## config.mk

```make
export PLATFORM = sky130hd
export DESIGN_NAME = uart_transmitter
export DESIGN_NICKNAME = d
export VERILOG_FILES = /design/src/rtl/uart_transmitter_pkg.sv /design/src/rtl/uart_transmitter_baud_tick_gen.sv /design/src/rtl/uart_transmitter.sv
export SDC_FILE = /design/constraint.sdc
export NUM_CORES = 1
export LEC_CHECK = 0
export BUFFER_PORTS_ARGS = -buffer_cell sky130_fd_sc_hd__buf_2
export CAP_MARGIN = 10
export CORE_ASPECT_RATIO = 1.25
export CORE_UTILIZATION = 50
export CTS_CLUSTER_DIAMETER = 100
export DETAILED_ROUTE_END_ITERATION = 10
export GPL_ROUTABILITY_DRIVEN = 1
export PLACE_DENSITY = 0.7
export SLEW_MARGIN = 20
export SYNTH_ARGS = -nofsm -noshare
export SYNTH_HDL_FRONTEND = slang
export SYNTH_SLANG_ARGS = --single-unit
```

## constraint.sdc

```tcl
create_clock -name clk -period 2.7 [get_ports clk]
set_clock_uncertainty 0.15 [all_clocks]
set_input_delay 0.135 -clock clk [delete_from_list [all_inputs] [get_ports clk]]
set_output_delay 0.135 -clock clk [all_outputs]
set_load 0.01 [all_outputs]
```

## src/rtl/uart_transmitter_pkg.sv

```systemverilog
// Shared UART definitions: FSM state encoding and frame geometry,
// used by both the transmitter and the receiver.
package uart_transmitter_pkg;

  typedef enum logic [1:0] {
    IDLE  = 2'd0,
    START = 2'd1,
    DATA  = 2'd2,
    STOP  = 2'd3
  } uart_state_e;

  localparam int DATA_BITS  = 8;
  localparam int FRAME_BITS = DATA_BITS + 2;
  localparam int BIT_W      = $clog2(DATA_BITS);

  // A one-cycle bit period still needs a one-bit counter.
  function automatic int cnt_width(input int n);
    return (n > 1) ? $clog2(n) : 1;
  endfunction

endpackage

```

## src/rtl/uart_transmitter_baud_tick_gen.sv

```systemverilog
// Free-running bit-period counter with a synchronous clear; emits a
// one-cycle tick on the last cycle of every SYMBOL_EDGE_TIME-cycle period.
module baud_tick_gen #(
  parameter int SYMBOL_EDGE_TIME = 10,
  parameter int CNT_W            = 4
) (
  input  logic clk,
  input  logic rst,
  input  logic clear_i,
  output logic tick_o
);

  logic [CNT_W-1:0] cnt_q, cnt_d;

  assign tick_o = (cnt_q == CNT_W'(SYMBOL_EDGE_TIME - 1));

  always_comb begin
    cnt_d = cnt_q + 1'b1;
    if (clear_i || tick_o) cnt_d = '0;
  end

  always_ff @(posedge clk) begin
    if (!rst) cnt_q <= '0;
    else      cnt_q <= cnt_d;
  end

endmodule

```

## src/rtl/uart_transmitter.sv

```systemverilog
// 8N1 UART transmitter with a valid/ready byte interface. The line is
// driven straight from bit 0 of the frame shift register.
module uart_transmitter
  import uart_transmitter_pkg::*;
#(
  parameter int CLOCK_FREQ = 50_000_000,
  parameter int BAUD_RATE  = 115_200
) (
  input  logic       clk,
  input  logic       rst,
  input  logic [7:0] data_in,
  input  logic       data_in_valid,
  output logic       data_in_ready,
  output logic       serial_out
);

  localparam int SYMBOL_EDGE_TIME = CLOCK_FREQ / BAUD_RATE;
  localparam int CNT_W            = cnt_width(SYMBOL_EDGE_TIME);

  uart_state_e           state_q, state_d;
  logic [BIT_W-1:0]      bit_q, bit_d;
  logic [FRAME_BITS-1:0] shift_q, shift_d;
  logic                  tick;

  // Holding the counter clear while idle means it starts from 0 on accept.
  baud_tick_gen #(
    .SYMBOL_EDGE_TIME(SYMBOL_EDGE_TIME),
    .CNT_W           (CNT_W)
  ) u_baud (
    .clk    (clk),
    .rst    (rst),
    .clear_i(state_q == IDLE),
    .tick_o (tick)
  );

  assign data_in_ready = (state_q == IDLE);
  assign serial_out    = shift_q[0];

  always_comb begin
    state_d = state_q;
    bit_d   = bit_q;
    shift_d = shift_q;
    unique case (state_q)
      IDLE: begin
        if (data_in_valid) begin
          shift_d = {1'b1, data_in, 1'b0};
          bit_d   = '0;
          state_d = START;
        end
      end
      START: begin
        if (tick) begin
          shift_d = {1'b1, shift_q[FRAME_BITS-1:1]};
          bit_d   = '0;
          state_d = DATA;
        end
      end
      DATA: begin
        if (tick) begin
          shift_d = {1'b1, shift_q[FRAME_BITS-1:1]};
          if (bit_q == BIT_W'(DATA_BITS - 1)) state_d = STOP;
          else                                bit_d   = bit_q + 1'b1;
        end
      end
      STOP: begin
        if (tick) begin
          shift_d = {1'b1, shift_q[FRAME_BITS-1:1]};
          state_d = IDLE;
        end
      end
      default: state_d = IDLE;
    endcase
  end

  always_ff @(posedge clk) begin
    if (!rst) begin
      state_q <= IDLE;
      bit_q   <= '0;
      shift_q <= '1;
    end else begin
      state_q <= state_d;
      bit_q   <= bit_d;
      shift_q <= shift_d;
    end
  end

endmodule

```

==> run metrics <==
Crit Path Max Fanout 22; Final setup viols 0; core box area 2260 µm²; Post-Syn Nets 160; Reg power frac 40.6%; critical-path cell list inv_1, ha_1, nor2b_1, a211oi_1, a21oi_1, a21o_1; Post-DP Area 1290 µm²; warnings from Yosys 0; drt pass-1 iters 4; FMAX 469 MHz; crit path time final between 2000 and 2500 ps; Final Cell Area 1400 µm²; clk slew on worst S/H paths 130 ps; Final Hold Viols 0; Total GRT Usage approximately a fifth; first-pass GRT wire length 4000 µm; Initial Util 54.1%; dpl cells roughly 180; Max H-tree Level 1; met3 Resource Use GR 2.85%; worst stage delay on the critical path 430 ps; Startpoint Class register; Final Cycle Share about four fifths; Compound-Gate Fraction of Synth Area 16.8%; Adder-Cell Fraction of Synth Area 8.20%; status complete, no violations; WL per Instance 12.7 µm; Syn Area/Cell 8.66 µm²; total number of vias 1046; share of the synthesized area in the top cell type 37.7%; CTS buffer count 3; DIE HEIGHT 57.3 µm; die area between 2000 and 3000 µm²; leading area contributor after synthesis dfxtp_1; dominant synthesized flop cell dfxtp_1; Worst Slack Setup Final around 570 ps; Hold Path Class input port to register; WP data arrival 2210 ps; Post-Layout Cell Count 189; leakage power between 0.0005 and 0.0006 µW; post-synth cell types 34; # rows 19; RSZ-0062 raised after global routing false; GRT Max-Usage Layer met2; number of global-route vias before repair 945; async set-or-reset flop fraction in the synthesized netlist 0%; share of layout cells above drive strength 1 12.7%; met1 Use GR about a quarter; area grow syn2layout 14.2%; Commonest cells post-synth dfxtp_1, nor2_1, nand2_1, nor2b_1; Post-Synth Simple-Gate Area 28.3%; aggregate global routing overflow 0; slowest CP cell ha_1; most common cell in the netlist dfxtp_1; GR Util met2 33.8%; maximum vdd drop 458 µV; max cap viols 0; TNS Setup 0 ps; IO Port Bufs 12; Starting DRT DRC Count 34; clk root buf clkbuf_4; number of flops mapped to enable cells by yosys 0; largest net degree at the start of global routing 23; ranking of synthesized cells by area dfxtp_1, ha_1, nor2b_1, a221oi_1, nor2_1; Post-DRT Antenna Nets 0; Final Slew Violations 0; Syn Inst Count 141; Filler cells 198; register area share after synthesis a little under two fifths; worst-skew pair later-pin latency between 300 and 400 ps; Place WS 606 ps; # IOs 13; Clock Sinks 23; DP HPWL about 1700 µm; XOR/XNOR Fraction of Synth Area 4.30%; clock buffer depth 2; Ant. Diodes 0; Synth Cell Area 1220 µm²; main combinational cell family by area after synthesis simple AND/OR/NAND/NOR gates; initial antenna violation count 0; Switch Pwr approximately 420 µW; combinational share of power 44.9%; final wirelength about 2400 µm; Slew @ Worst Pin 628 ps; Nets approximately 180; endpoint class of the critical path register; gpl congestion 0.762; Power Density 780 nW/µm²; relative slew slack approximately three fifths; crit-path leading delay family compound AO/OA/AOI/OAI gates; Clock power frac 14.5%; mux share of post-synthesis cell area 0.820%; synthesized flop and latch total 23; sw frac roughly two fifths; via/cell ratio 5.53; CP Buf/Inv Count 1; Worst EP required 2770 ps; CTS tree done; die width 46.2 µm; crit path kind register to register; Int Power 670 µW; # DRC 0
==> worst paths after layout <==
kind | start | end | slack, ps | cells past startpoint
setup / recovery | state_q[0] | bit_q[1] | 570 | 6
hold / removal | rst | shift_q[0] | 6 | 2
setup reg to reg | state_q[0] | bit_q[1] | 570 | 6
hold reg to reg | u_baud.cnt_q[0] | u_baud.cnt_q[0] | 340 | 1
==> cell type report <==
type	count	area [µm²]	area share, %
clock buffer	3	22.5	1.61
clock inverter	1	5.00	0.359
inverter	4	15.0	1.08
multi-input combinational	107	713	51.1
sequential	23	460	33.0
tap	31	38.8	2.78
timing repair buffer	20	140	10.0
==> flip-flops by register name, summed over array words and instances (netlist names) <==
register / flops
bit_q: 3
shift_q: 9
state_q: 2
u_baud.cnt_q: 9
==> cells by family (layout without fill, tap and decap cells) <==
logic type	Yosys count	in the layout
mux	1	1
compound gates	29	29
simple gates	63	63
fa+ha+maj	8	8
xor+xnor	6	6
buf+inv	11	28
flops	23	23
==> stage by stage <==
| step | util (%) | total power, µW | hold WS, ps |
|---|---|---|---|
| 2_1_floorplan | - | 835 | 149 |
| 3_3_place_gp | 57.0 | 900 | 256 |
| 3_5_place_dp | 57.0 | 930 | 258 |
| 4_1_cts | 61.8 | 1090 | 5.63 |
| 5_1_grt | 61.8 | 1180 | 17.4 |
| 6_report | 61.8 | 1090 | 6.39 |
==> power by group through the flow <==
stage               logic [µW]  clock network [µW]  registers [µW]
finish                     488                 157             442
floorplan                  395                   0             441
CTS                        493                 160             441
global route               547                 179             449
global placement           456                   0             444
detailed placement         481                   0             450
==> what timing repair did <==
action                                 CTS  global route
endpoints found under the hold margin    8             0
hold buffers                             8             0
buffers inserted                         0             0
gates resized for setup                  0             0
==> layer usage <==
metal  share of wire, %  vias up
met5                  0        -
met4                1.5        0
met3                2.5        5
met2                 48       22
met1                 48      481
li1                   -      538
==> layout by cell type, fill, tap and decap left out, types with 2 or more instances in the layout <==
cell / n
a21o_1: 2
a21oi_1: 4
a221oi_1: 7
and2_1: 2
and3_1: 2
buf_2: 12
clkbuf_4: 3
dfxtp_1: 23
dlygate4sd3_1: 8
ha_1: 8
inv_1: 4
nand2_1: 10
nand3_1: 6
nand4_1: 3
nor2_1: 13
nor2b_1: 10
nor3_1: 9
o21ai_1: 9
or3_1: 2
xnor2_1: 3
xor2_1: 3
Power figures use the tool's default switching activity.
